**config.mk**
```make
export PLATFORM = sky130hd
export DESIGN_NAME = plab4_net_router_input_terminal_ctrl_tdm
export DESIGN_NICKNAME = d
export VERILOG_FILES = /design/src/rtl/plab4_net_router_input_terminal_ctrl_tdm.sv
export SDC_FILE = /design/constraint.sdc
export NUM_CORES = 1
export LEC_CHECK = 0
export ABC_AREA = 1
export CAP_MARGIN = 20
export CORE_AREA = 2 2 39 41
export CTS_BUF_LIST = sky130_fd_sc_hd__clkbuf_2 sky130_fd_sc_hd__clkbuf_4 sky130_fd_sc_hd__clkbuf_8
export CTS_CLUSTER_DIAMETER = 80
export CTS_CLUSTER_SIZE = 40
export DETAILED_ROUTE_END_ITERATION = 12
export DIE_AREA = 0 0 41 43
export GPL_TIMING_DRIVEN = 0
export PLACE_DENSITY = 0.64
export SLEW_MARGIN = 20
export SYNTH_ARGS = -nofsm -noshare
export SYNTH_HDL_FRONTEND = slang
export SYNTH_SLANG_ARGS = --single-unit
```
**constraint.sdc**
```tcl
create_clock -name clk -period 1.5 [get_ports clk]
set_clock_uncertainty 0.05 [all_clocks]
set_input_delay 0.15 -clock clk [delete_from_list [all_inputs] [get_ports clk]]
set_output_delay 0.15 -clock clk [all_outputs]
set_load 0.1 [all_outputs]
```
**src/rtl/plab4_net_router_input_terminal_ctrl_tdm.sv**
```systemverilog
// Terminal-input controller for a ring router with a TDM domain schedule (timing-channel protection).
// Optional stall statistics: define PLAB4_NET_TDM_STATS_EN to add the stall_cnt port and counter.
module plab4_net_router_input_terminal_ctrl_tdm #(
    parameter int unsigned p_router_id      = 0,
    parameter int unsigned p_num_routers    = 8,
    parameter int unsigned p_num_free_nbits = 2,
    parameter int unsigned p_num_domains    = 2,
    parameter int unsigned p_slot_cycles    = 8,
    parameter int unsigned p_dead_cycles    = 2,
    parameter int unsigned c_dest_nbits     = $clog2(p_num_routers),
    parameter int unsigned c_dom_nbits      = ($clog2(p_num_domains) < 1) ? 1 : $clog2(p_num_domains)
) (
    input  logic                        clk,
    input  logic                        reset_n,
    input  logic [c_dest_nbits-1:0]     dest,
    input  logic [c_dom_nbits-1:0]      in_dom,
    input  logic                        in_val,
    output logic                        in_rdy,
    input  logic [p_num_free_nbits-1:0] num_free_west,
    input  logic [p_num_free_nbits-1:0] num_free_east,
    output logic [2:0]                  reqs,
    input  logic [2:0]                  grants,
    output logic [c_dom_nbits-1:0]      cur_dom,
    output logic                        slot_active
`ifdef PLAB4_NET_TDM_STATS_EN
    ,
    output logic [15:0]                 stall_cnt
`endif
);

    localparam int unsigned c_cnt_max   = (p_slot_cycles > p_dead_cycles) ? p_slot_cycles : p_dead_cycles;
    localparam int unsigned c_cnt_nbits = ($clog2(c_cnt_max) < 1) ? 1 : $clog2(c_cnt_max);
    localparam int unsigned c_fwd_nbits = c_dest_nbits + 1;

    localparam logic [c_cnt_nbits-1:0] c_slot_last = c_cnt_nbits'(p_slot_cycles - 1);
    localparam logic [c_cnt_nbits-1:0] c_dead_last =
        (p_dead_cycles == 0) ? '0 : c_cnt_nbits'(p_dead_cycles - 1);
    localparam logic [c_dom_nbits-1:0] c_dom_last  = c_dom_nbits'(p_num_domains - 1);

    localparam logic [c_dest_nbits-1:0]     c_id_dest = c_dest_nbits'(p_router_id);
    localparam logic [c_fwd_nbits-1:0]      c_id      = c_fwd_nbits'(p_router_id);
    localparam logic [c_fwd_nbits-1:0]      c_nrouter = c_fwd_nbits'(p_num_routers);
    localparam logic [c_fwd_nbits-1:0]      c_half    = c_fwd_nbits'(p_num_routers / 2);
    localparam logic [p_num_free_nbits-1:0] c_one     = p_num_free_nbits'(1);

    typedef enum logic {ACTIVE, DEAD} state_t;

    state_t                  state;
    logic [c_cnt_nbits-1:0]  cnt;
    logic [c_dom_nbits-1:0]  next_dom;
    logic [c_fwd_nbits-1:0]  dest_x;
    logic [c_fwd_nbits-1:0]  fwd;

    assign next_dom = (cur_dom == c_dom_last) ? '0 : cur_dom + c_dom_nbits'(1);

    always_ff @(posedge clk or negedge reset_n) begin
        if (!reset_n) begin
            state       <= ACTIVE;
            cnt         <= '0;
            cur_dom     <= '0;
            slot_active <= 1'b1;
        end else begin
            case (state)
                ACTIVE: begin
                    if (cnt == c_slot_last) begin
                        cnt <= '0;
                        // With no dead time the slot hands over directly to the next domain.
                        if (p_dead_cycles == 0) begin
                            cur_dom <= next_dom;
                        end else begin
                            state       <= DEAD;
                            slot_active <= 1'b0;
                        end
                    end else begin
                        cnt <= cnt + c_cnt_nbits'(1);
                    end
                end
                DEAD: begin
                    if (cnt == c_dead_last) begin
                        cnt         <= '0;
                        state       <= ACTIVE;
                        slot_active <= 1'b1;
                        cur_dom     <= next_dom;
                    end else begin
                        cnt <= cnt + c_cnt_nbits'(1);
                    end
                end
                default: begin
                    state       <= ACTIVE;
                    cnt         <= '0;
                    slot_active <= 1'b1;
                end
            endcase
        end
    end

    // Greedy route: forward distance modulo the ring size, ties go to NEXT.
    always_comb begin
        dest_x = {1'b0, dest};
        fwd    = (dest_x >= c_id) ? (dest_x - c_id) : (dest_x + c_nrouter - c_id);
        reqs   = '0;
        if (reset_n && in_val && slot_active && (in_dom == cur_dom)) begin
            if (dest == c_id_dest) begin
                reqs = 3'b010;
            end else if (fwd <= c_half) begin
                if (num_free_west > c_one) reqs = 3'b100;
            end else begin
                if (num_free_east > c_one) reqs = 3'b001;
            end
        end
    end

    assign in_rdy = |(reqs & grants);

`ifdef PLAB4_NET_TDM_STATS_EN
    always_ff @(posedge clk or negedge reset_n) begin
        if (!reset_n) begin
            stall_cnt <= '0;
        end else if (in_val && !in_rdy && (stall_cnt != '1)) begin
            stall_cnt <= stall_cnt + 16'd1;
        end
    end
`endif

endmodule
```
==> flow_summary_export.csv, run 1 <==
group,metric,value,unit
synth,ys_seq_elements,6,
layout,fin_nets,86,
critical_path,arrival,1.56,ns
run_status,outcome,"finished, violations left",
timing,whs,0.427,ns
die,die_h,43,um
global_routing,gr-total-overflow,0,
layout,drive_gt1_frac,0.353,
pwr,p_int,0.000314,W
run_status,violations,"setup timing",
layout,final_cell_mix,"clkdlybuf4s50_1 (10), inv_1 (7), nor2_1 (5)",
pwr,power.total,0.000397,W
global_routing,antenna_found_initial,0,
pwr,clkPwrFrac,0.448,
pwr,vdd_drop_max,0.406,mV
place,dpl.cell_count,77,
clocking,cts_tree,"done",
timing,tightest_slew,0.548,ns
routing,drtAntennaViolNets,0,
synth,netlist-cell-type-count,17,
die,rows,14,
pwr,seqPwrFrac,0.409,
synth,syn_avg_cell_area,8.59,um2
min_path,holdCritPathClass,"reg -> reg",
clocking,root_buffer,"clkbuf_4",
critical_path,worst-path-max-fanout,4,
place,dpl_worst_slack,-1.25,ns
min_path,hold_depth,1,
pwr,p_switching,0.0000832,W
pwr,combPwrFrac,0.143,
die,initial_core_util,0.273,
critical_path,crit_type,"reg -> out",
clocking,numCtsBuffers,3,
timing,period_needed,1.76,ns
timing,finalHoldViolCount,0,
synth,synth_nets,61,
routing,detail_route.vias_per_cell,4.38,
global_routing,grt_first_pass_wirelength,1400,um
min_path,min_from,"cnt[0]$_DFF_PN0_",
place,port_buffers,17,
global_routing,grt.total_usage,0.123,
layout,post_layout_nonfiller_instances,84,
timing,setup_viol,4,
layout,n_antenna_cell,0,
die,core_area,1380,um2
die,die_width,41,um
clocking,clkLatencyLatePin,0.25,ns
synth,synthCells,44,
timing,fin_crit_sh,1.18,
critical_path,regToRegSetupSlack,0.26,ns
global_routing,grt_pass1_vias,375,
routing,wirelength,909,um
clocking,cts_buffer_depth,2,
clocking,h-tree-depth,1,
critical_path,worst_setup_path_end_kind,"primary output",
timing,drv_slew,0,
routing,wl_per_cell,10.8,um
critical_path,rr_worst_depth,5,
routing,dr_total_vias,368,
critical_path,rr_startpoint,"cnt[0]$_DFF_PN0_",
timing,slew_headroom,0.637,
critical_path,r2r_end,"cnt[1]$_DFF_PN0_",
layout,final_core_util,0.523,
global_routing,grt_max_degree,6,
timing,max_freq,0.567,GHz
layout,syn2layout_area_growth,91.4,%
timing,rsz0062_at_grt,"yes",
routing,first_pass_iters,1,
synth,yosysSeqAreaShare,0.401,
pwr,power_leakage,0.307,nW
critical_path,start_kind,"flop",
min_path,min_to,"cnt[0]$_DFF_PN0_",
run,cap_viol_max_count,0,
routing,drc,0,
layout,final_common_cell,"clkdlybuf4s50_1",
clocking,clk_pin_slew,0.05,ns
die,dieArea,1760,um2
pwr,p_per_area,549,nW/um2
synth,synth_area,378,um2
die,ioPinCount,20,
place,dp_hpwl,670,um
clocking,cts_sinks,6,
place,place_congestion,0.641,
timing,fin_ws,-0.264,ns
synth,yosysWarningCount,0,
routing,drtIter0Drc,0,
critical_path,cp.required,1.30,ns
pwr,swShare,0.210,
[kinds of logic after synthesis]
group	count (synthesis)	share of synthesized area
AOI/OAI and AO/OA	5	0.103
xor gates and xnor gates	1	0.0232
adders and majority gates	3	0.0993
buffers and inverters	8	0.0795
DFF	6	0.401
and+or+nand+nor	21	0.295
[synthesized netlist by cell type]
cell type	number	share of area
a21oi_4	1	0.043
dfrtp_1	5	0.33
dfstp_2	1	0.070
ha_1	3	0.099
inv_1	7	0.070
inv_2	1	0.0099
nand2_1	4	0.040
nand2_2	2	0.033
nand3_1	4	0.053
nand3b_1	2	0.040
nor2_1	6	0.060
nor2_2	1	0.017
nor3_2	2	0.053
o21a_1	1	0.020
o21ai_0	2	0.026
o21ai_1	1	0.013
xor2_1	1	0.023
[layout make-up]
class / count / area [um2]
inverter: 8 / 32.5
sequential: 6 / 159
timing repair buffer: 20 / 235
tap: 16 / 20.0
clock buffer: 4 / 30.0
multi-input combinational: 30 / 246
fill: 133 / 661
[per-stage QoR]
step           setup TNS (ns)  cell area [um2]
2_1_floorplan           -1.71              433
3_3_place_gp            -5.47              623
3_5_place_dp            -5.50              623
4_1_cts                 -1.04              723
5_1_grt                 -1.25              723
6_report               -0.983              723
[how the worst max path moves through the flow]
stage	start	endpoint	slack (ns)	cells after the start
4_1_cts	slot_active$_DFFE_PN1P_	reqs[0]	-0.27	5
3_3_place_gp	reset_n	reqs[0]	-1.25	6
5_1_grt	slot_active$_DFFE_PN1P_	reqs[2]	-0.34	5
2_1_floorplan	slot_active$_DFFE_PN1P_	reqs[0]	-0.64	4
3_5_place_dp	reset_n	reqs[0]	-1.25	6
6_report	slot_active$_DFFE_PN1P_	reqs[0]	-0.26	5
[state kept, by name, indices dropped and copies added (netlist names)]
register / cells
state: 1
cur_dom: 1
slot_active: 1
cnt: 3
[worst max-delay path, cell delays in order, from the launching register on]
cell and delay [ns]:
dfstp_4 0.62, nand3_4 0.06, a21oi_4 0.20, inv_4 0.08, nor3_4 0.15, buf_12 0.20
[timing repair]
item	CTS	global route
hold endpoints to repair	5	0
buffers inserted	1	0
pin swaps	4	1
setup endpoints to repair	6	4
hold buffers	2	0
resized for setup	47	0
[per-layer routing]
layer	routed length, um	global-route usage	part of all wire
met5	0	0	0
met4	19	0.0800	0.021
met3	126	0.0471	0.14
met2	453	0.206	0.50
met1	310	0.113	0.34
[power groups by stage]
stage | Clock, W | Sequential [W] | Combinational, W
3_5_place_dp | 0 | 0.000165 | 0.0000531
5_1_grt | 0.000196 | 0.000162 | 0.0000620
6_report | 0.000178 | 0.000162 | 0.0000566
4_1_cts | 0.000186 | 0.000162 | 0.0000576
3_3_place_gp | 0 | 0.000165 | 0.0000524
2_1_floorplan | 0 | 0.000165 | 0.0000160
(Power assumes the default switching activity.)
==> run 2: changes to the inputs <==
--- a/config.mk
+++ b/config.mk
@@ -8,11 +8,11 @@
 export ABC_AREA = 1
 export CAP_MARGIN = 20
 export CORE_AREA = 2 2 39 41
-export CTS_BUF_LIST = sky130_fd_sc_hd__clkbuf_2 sky130_fd_sc_hd__clkbuf_4 sky130_fd_sc_hd__clkbuf_8
+export CTS_BUF_LIST = sky130_fd_sc_hd__clkbuf_4 sky130_fd_sc_hd__clkbuf_8 sky130_fd_sc_hd__clkbuf_16
 export CTS_CLUSTER_DIAMETER = 80
-export CTS_CLUSTER_SIZE = 40
 export DETAILED_ROUTE_END_ITERATION = 12
 export DIE_AREA = 0 0 41 43
+export GPL_ROUTABILITY_DRIVEN = 1
 export GPL_TIMING_DRIVEN = 0
 export PLACE_DENSITY = 0.64
 export SLEW_MARGIN = 20
==> results of run 2 <==
The final DEF is identical to that of run 1; final timing and power are the same.
